==> config.mk <==
export PLATFORM = sky130hd
export DESIGN_NAME = svnet_ram_streamer
export DESIGN_NICKNAME = d
export VERILOG_FILES = /design/src/rtl/svnet_pkg.sv /design/src/rtl/svnet_stream_fifo.sv /design/src/rtl/svnet_ram_streamer.sv
export SDC_FILE = /design/constraint.sdc
export NUM_CORES = 1
export LEC_CHECK = 0
export CAP_MARGIN = 20
export CORE_ASPECT_RATIO = 0.5
export CORE_UTILIZATION = 45
export CTS_CLUSTER_DIAMETER = 40
export DETAILED_ROUTE_END_ITERATION = 16
export PLACE_DENSITY_LB_ADDON = 0.3
export SLEW_MARGIN = 20
export SYNTH_ARGS = -nofsm -noshare
export SYNTH_HDL_FRONTEND = slang
export SYNTH_SLANG_ARGS = --single-unit
==> constraint.sdc <==
create_clock -name clk -period 2.6 [get_ports clk]
set_clock_uncertainty 0.05 [all_clocks]
set_input_delay 0.65 -clock clk [delete_from_list [all_inputs] [get_ports clk]]
set_output_delay 0.65 -clock clk [all_outputs]
set_load 0.03 [all_outputs]
==> src/rtl/svnet_pkg.sv <==
// Shared types and constants for the svnet RAM stage and its read streamer.
package svnet_pkg;

    localparam int SVNET_RAM_R2V_DELAY = 2;
    localparam int SVNET_RAM_DEPTH     = 16;
    localparam int SVNET_RAM_WIDTH     = 8;

    // Address width for a RAM of the given depth; a single-entry RAM still needs one bit.
    function automatic int svnet_addr_width(input int depth);
        return (depth > 1) ? $clog2(depth) : 1;
    endfunction

    localparam int SVNET_RAM_AW = svnet_addr_width(SVNET_RAM_DEPTH);

    typedef logic [SVNET_RAM_AW-1:0] ram_addr_t;

    typedef struct packed {
        logic [SVNET_RAM_WIDTH-1:0] data;
        logic                       last;
    } stream_beat_t;

    typedef enum logic {
        IDLE,
        ISSUE
    } streamer_state_t;

endpackage

==> src/rtl/svnet_stream_fifo.sv <==
// Show-ahead FIFO: the head entry is always visible on pop_data while non-empty.
// A pop and a push in the same cycle are both honoured, including when full.
module svnet_stream_fifo #(
    parameter int WIDTH = 2,
    parameter int DEPTH = 4,
    localparam int CW = $clog2(DEPTH + 1),
    localparam int PW = (DEPTH > 1) ? $clog2(DEPTH) : 1
) (
    input  logic             clk,
    input  logic             rst,
    input  logic             push,
    input  logic [WIDTH-1:0] push_data,
    input  logic             pop,
    output logic [WIDTH-1:0] pop_data,
    output logic [CW-1:0]    count,
    output logic             full,
    output logic             empty
);

    logic [WIDTH-1:0] mem [DEPTH];
    logic [PW-1:0]    wr_ptr;
    logic [PW-1:0]    rd_ptr;
    logic             push_ok;
    logic             pop_ok;

    assign empty    = (count == '0);
    assign full     = (count == CW'(DEPTH));
    assign pop_ok   = pop && !empty;
    assign push_ok  = push && (!full || pop_ok);
    assign pop_data = mem[rd_ptr];

    // Storage array; no reset needed since count gates visibility.
    always_ff @(posedge clk) begin
        if (push_ok) begin
            mem[wr_ptr] <= push_data;
        end
    end

    // Pointers wrap naturally because DEPTH is a power of two.
    always_ff @(posedge clk) begin
        if (rst) begin
            wr_ptr <= '0;
            rd_ptr <= '0;
            count  <= '0;
        end else begin
            if (push_ok) begin
                wr_ptr <= wr_ptr + PW'(1);
            end
            if (pop_ok) begin
                rd_ptr <= rd_ptr + PW'(1);
            end
            case ({push_ok, pop_ok})
                2'b10:   count <= count + CW'(1);
                2'b01:   count <= count - CW'(1);
                default: count <= count;
            endcase
        end
    end

endmodule

==> src/rtl/svnet_ram_streamer.sv <==
// Burst read engine: issues one RAM read per cycle from a (base, length) command,
// tags the final read, and streams the returned words out through a small FIFO.
// Reads are only issued against free FIFO credits, so backpressure never loses data.
module svnet_ram_streamer
    import svnet_pkg::*;
#(
    parameter int WIDTH      = 1,
    parameter int DEPTH      = 1,
    parameter int FIFO_DEPTH = 4,
    parameter int R2V_DELAY  = SVNET_RAM_R2V_DELAY,
    localparam int AW = svnet_addr_width(DEPTH),
    localparam int CW = $clog2(FIFO_DEPTH + 1)
) (
    input  logic             clk,
    input  logic             rst,
    input  logic             cmd_valid,
    output logic             cmd_ready,
    input  logic [AW-1:0]    cmd_base,
    input  logic [AW:0]      cmd_len,
    output logic             ram_read,
    output logic [AW-1:0]    ram_read_address,
    input  logic             ram_read_data_valid,
    input  logic [WIDTH-1:0] ram_read_data,
    output logic             out_valid,
    input  logic             out_ready,
    output logic [WIDTH-1:0] out_data,
    output logic             out_last,
    output logic             busy
);

    streamer_state_t        state;
    logic [AW-1:0]          addr;
    logic [AW-1:0]          next_addr;
    logic [AW:0]            remaining;
    logic [CW-1:0]          credits;
    logic                   issue;
    logic                   last_read;
    logic                   pop;
    logic [R2V_DELAY-1:0]   tag_pipe;
    logic [R2V_DELAY-1:0]   read_pipe;
    logic [WIDTH:0]         fifo_out;
    logic [CW-1:0]          fifo_count;
    logic                   fifo_full;
    logic                   fifo_empty;

    assign issue            = (state == ISSUE) && (credits != '0);
    assign last_read        = (remaining == (AW+1)'(1));
    assign next_addr        = (addr == AW'(DEPTH - 1)) ? '0 : addr + AW'(1);
    assign pop              = out_valid && out_ready;

    assign cmd_ready        = (state == IDLE);
    assign ram_read         = issue;
    assign ram_read_address = addr;
    assign out_valid        = !fifo_empty;
    assign out_data         = fifo_out[WIDTH-1:0];
    assign out_last         = fifo_out[WIDTH];
    assign busy             = (state != IDLE) || (credits != CW'(FIFO_DEPTH));

    // Command FSM with address counter and beat countdown; zero-length commands are swallowed in IDLE.
    always_ff @(posedge clk) begin
        if (rst) begin
            state     <= IDLE;
            addr      <= '0;
            remaining <= '0;
        end else begin
            case (state)
                IDLE: begin
                    if (cmd_valid && (cmd_len != '0)) begin
                        addr      <= cmd_base;
                        remaining <= cmd_len;
                        state     <= ISSUE;
                    end
                end
                ISSUE: begin
                    if (issue) begin
                        addr      <= next_addr;
                        remaining <= remaining - (AW+1)'(1);
                        if (last_read) begin
                            state <= IDLE;
                        end
                    end
                end
                default: state <= IDLE;
            endcase
        end
    end

    // Credits track free FIFO slots including words still in flight from the RAM.
    always_ff @(posedge clk) begin
        if (rst) begin
            credits <= CW'(FIFO_DEPTH);
        end else begin
            case ({issue, pop})
                2'b10:   credits <= credits - CW'(1);
                2'b01:   credits <= credits + CW'(1);
                default: credits <= credits;
            endcase
        end
    end

    // Last-beat tag and read marker travel alongside the RAM latency so they meet the returning data.
    always_ff @(posedge clk) begin
        if (rst) begin
            tag_pipe  <= '0;
            read_pipe <= '0;
        end else begin
            for (int i = R2V_DELAY - 1; i > 0; i--) begin
                tag_pipe[i]  <= tag_pipe[i-1];
                read_pipe[i] <= read_pipe[i-1];
            end
            tag_pipe[0]  <= issue && last_read;
            read_pipe[0] <= issue;
        end
    end

    svnet_stream_fifo #(
        .WIDTH (WIDTH + 1),
        .DEPTH (FIFO_DEPTH)
    ) u_fifo (
        .clk       (clk),
        .rst       (rst),
        .push      (ram_read_data_valid),
        .push_data ({tag_pipe[R2V_DELAY-1], ram_read_data}),
        .pop       (out_ready),
        .pop_data  (fifo_out),
        .count     (fifo_count),
        .full      (fifo_full),
        .empty     (fifo_empty)
    );

    // Protocol and credit invariants.
    assert property (@(posedge clk) disable iff (rst)
        ram_read_data_valid |-> read_pipe[R2V_DELAY-1]);
    assert property (@(posedge clk) disable iff (rst)
        (cmd_valid && cmd_ready) |-> (cmd_len <= (AW+1)'(DEPTH)));
    assert property (@(posedge clk) disable iff (rst)
        credits <= CW'(FIFO_DEPTH));
    assert property (@(posedge clk) disable iff (rst)
        fifo_count <= CW'(FIFO_DEPTH));
    assert property (@(posedge clk) disable iff (rst)
        (ram_read_data_valid && fifo_full) |-> out_ready);

endmodule

==> flow_metrics.env <==
export IMPL_status="finished clean"
export IMPL_drt_antenna_violating_nets=0
export IMPL_cp_start_kind="register"
export IMPL_critPathMaxStageDelay_ns=0.66
export IMPL_core_area_sq_mm=0.00239
export IMPL_totalWireLength_mm=1.98
export IMPL_drv_slew=0
export IMPL_post_drt_wl_per_cell_um=11.7
export IMPL_clkLatencyLatePin_ns=0.27
export IMPL_p_total_w=0.00146
export IMPL_worst_pin_slew_ns=0.489
export IMPL_grt_max_degree=16
export IMPL_h_tree_depth=1
export IMPL_ios=16
export IMPL_syn_nets=128
export IMPL_p_leak_nw=0.616
export IMPL_fin_tns_setup_ns=0
export IMPL_crit_type="register to output pin"
export IMPL_cp_num_buf_inv=3
export IMPL_std_cell_rows=12
export IMPL_cts_resized=2
export IMPL_path_max_fanout=6
export IMPL_hpwl_mm=1.49
export IMPL_post_route_period_util=0.946
export IMPL_synth_edf_count=8
export IMPL_yosys_top_cells_area="dfxtp_1, edfxtp_1, ha_1"
export IMPL_gp_congestion=0.732
export IMPL_powerDensity_mw_per_mm2=947
export IMPL_firstDrtPassIters=6
export IMPL_clk_pin_slew_ns=0.09
export IMPL_power_switching_w=0.000485
export IMPL_track_usage=0.163
export IMPL_drive_above_1_share=0.149
export IMPL_areaGrowthSynthToFinish_pct=25.8
export IMPL_cpMaxStageDelayCell="clkdlybuf4s50_1"
export IMPL_synth_cell_types=33
export IMPL_drt_iter0_drc=32
export IMPL_clk_root_buffer_cell="clkbuf_8"
export IMPL_port_buffers=15
export IMPL_fin_crit_ns=2.46
export IMPL_cts_buffer_depth=2
export IMPL_die_w_um=75.7
export IMPL_cts_buffers_inserted=3
export IMPL_grt_pass1_vias=818
export IMPL_yosys_area_top_type="dfxtp_1"
export IMPL_cts_sinks=26
export IMPL_hold_violations=0
export IMPL_viasPerCell=4.99
export IMPL_swShare=0.333
export IMPL_crit_required_ns=1.90
export IMPL_max_freq_mhz=406
export IMPL_max_cap_violations=0
export IMPL_postSynthAreaPerCell_sq_um=11.1
export IMPL_clockPowerShare=0.227
export IMPL_seqPwrFrac=0.398
export IMPL_nNetsFinal=153
export IMPL_grt_pass1_wl_mm=3.39
export IMPL_synth_commonest_cells="dfxtp_1, nor2_1, inv_1"
export IMPL_critical_path_top_delay_family="buffers and inverters"
export IMPL_ys_warn_count=0
export IMPL_path_cells="o31ai_4, buf_4, inv_1, clkdlybuf4s50_1"
export IMPL_ir_drop_mv=0.641
export IMPL_grt_antenna_before_repair=0
export IMPL_synthFlopType="dfxtp_1"
export IMPL_cts_tree="built"
export IMPL_rsz0062_at_grt="false"
export IMPL_crit_path_end_kind="output pin"
export IMPL_hp_class="register to register"
export IMPL_cellInternalPower_w=0.000972
export IMPL_cts_hold_buf=0
export IMPL_syn_cell_area_sq_mm=0.00122
export IMPL_yosysSeqAreaShare=0.491
export IMPL_yosys_area_top_type_share=0.295
export IMPL_netlist_instances=110
export IMPL_finalSetupViolCount=0
export IMPL_post_synth_top_count_cell="dfxtp_1"
export IMPL_antenna_cells=0
export IMPL_die_y_um=38.9
export IMPL_ys_seq_elements=26
export IMPL_cp_arrival_ns=1.76
export IMPL_grt_overflow=0
export IMPL_max_slew_margin=0.673
export IMPL_drc_errors=0
export IMPL_combPwrFrac=0.375
export IMPL_die_area_sq_mm=0.00294
export IMPL_vias=843
export IMPL_postCtsSetupBuffers=0
export IMPL_initial_utilization=0.512
export IMPL_synthArstFlopShare=0
==> worst reg2reg max path, delay by kind of cell, from the launching register on <==
kind | cells | cell delay [ns]
XOR/XNOR | 1 | 0.16
AND/OR/NAND/NOR | 1 | 0.44
AO/OA/AOI/OAI | 2 | 0.42
buffers and inverters | 1 | 0.05
flip-flops | 1 | 0.40
adder cells (fa/ha/maj) | 2 | 0.57
==> final timing paths <==
check / endpoint / from / slack (ns) / cells after the start
max reg2reg: credits[2] / credits[0] / 0.38 / 7
min: tag_pipe[1] / tag_pipe[0] / 0.40 / 1
min reg2reg: tag_pipe[1] / tag_pipe[0] / 0.40 / 1
max: ram_read / credits[0] / 0.14 / 4
==> power by group through the flow <==
stage,combinational (W),sequential (W),clock (W)
5_1_grt,0.000608,0.000597,0.000352
4_1_cts,0.000554,0.000580,0.000336
2_1_floorplan,0.000379,0.000569,0
3_5_place_dp,0.000547,0.000586,0
3_3_place_gp,0.000536,0.000584,0
6_report,0.000546,0.000580,0.000330
==> through the flow <==
step | util | std cells | instance area, sq um | hold WS [ns] | setup WS [ns]
after CTS | 0.644 | 169 | 1540 | 0.410 | 0.122
after floorplan | - | 110 | 1220 | 0.364 | 0.240
after detailed placement | 0.612 | 165 | 1460 | 0.388 | -0.293
after global routing | 0.644 | 169 | 1540 | 0.411 | 0.0356
after global placement | 0.612 | 165 | 1460 | 0.375 | -0.290
final | 0.644 | 169 | 1540 | 0.395 | 0.139
==> cells by family (layout without fill, tap and decap cells) <==
| family | after synthesis | in the layout | synth area share |
|---|---|---|---|
| AO/OA/AOI/OAI | 20 | 20 | 0.121 |
| XOR/XNOR | 6 | 6 | 0.0430 |
| adder cells (fa/ha/maj) | 9 | 9 | 0.104 |
| buffers and inverters | 14 | 38 | 0.0430 |
| flip-flops | 26 | 26 | 0.491 |
| multiplexers | 5 | 5 | 0.0655 |
| AND/OR/NAND/NOR | 30 | 30 | 0.132 |
==> placed cells by master, fill, tap and decap left out, drive strengths merged, types with 2 or more instances in the layout <==
cell type      Yosys  layout
nand3              3       3
o31ai              2       2
o211ai             2       2
dfxtp             18      18
o21ai              5       5
buf                0       7
inv               12      12
xor2               5       5
edfxtp             8       8
or3                2       2
ha                 7       7
clkdlybuf4s50      0      14
fa                 2       2
nor2              14      14
mux4               2       2
mux2i              2       2
and3               4       4
clkbuf             2       3
a21oi              6       6
==> layout make-up <==
cell class | instances | area, sq um
timing repair buffer | 22 | 201
clock buffer | 3 | 41.3
fill | 214 | 850
inverter | 12 | 45.0
tap | 35 | 43.8
clock inverter | 1 | 30.0
multi-input combinational | 70 | 576
sequential | 26 | 601
==> metal layers <==
metal,global-route usage,vias up,share of wire
met5,0,-,0
met4,0.0417,0,0.014
met3,0.0547,4,0.036
met2,0.319,15,0.50
met1,0.170,388,0.45
li1,-,436,-
==> flip-flops by register name, indices dropped and copies added (netlist names), named ones only <==
name / cells
u_fifo.count: 3
remaining: 2
state: 1
tag_pipe: 2
credits: 3
ram_read_address: 1
u_fifo.mem: 8
u_fifo.rd_ptr: 2
u_fifo.wr_ptr: 2
Note: power is estimated with default switching activity, not from simulation.
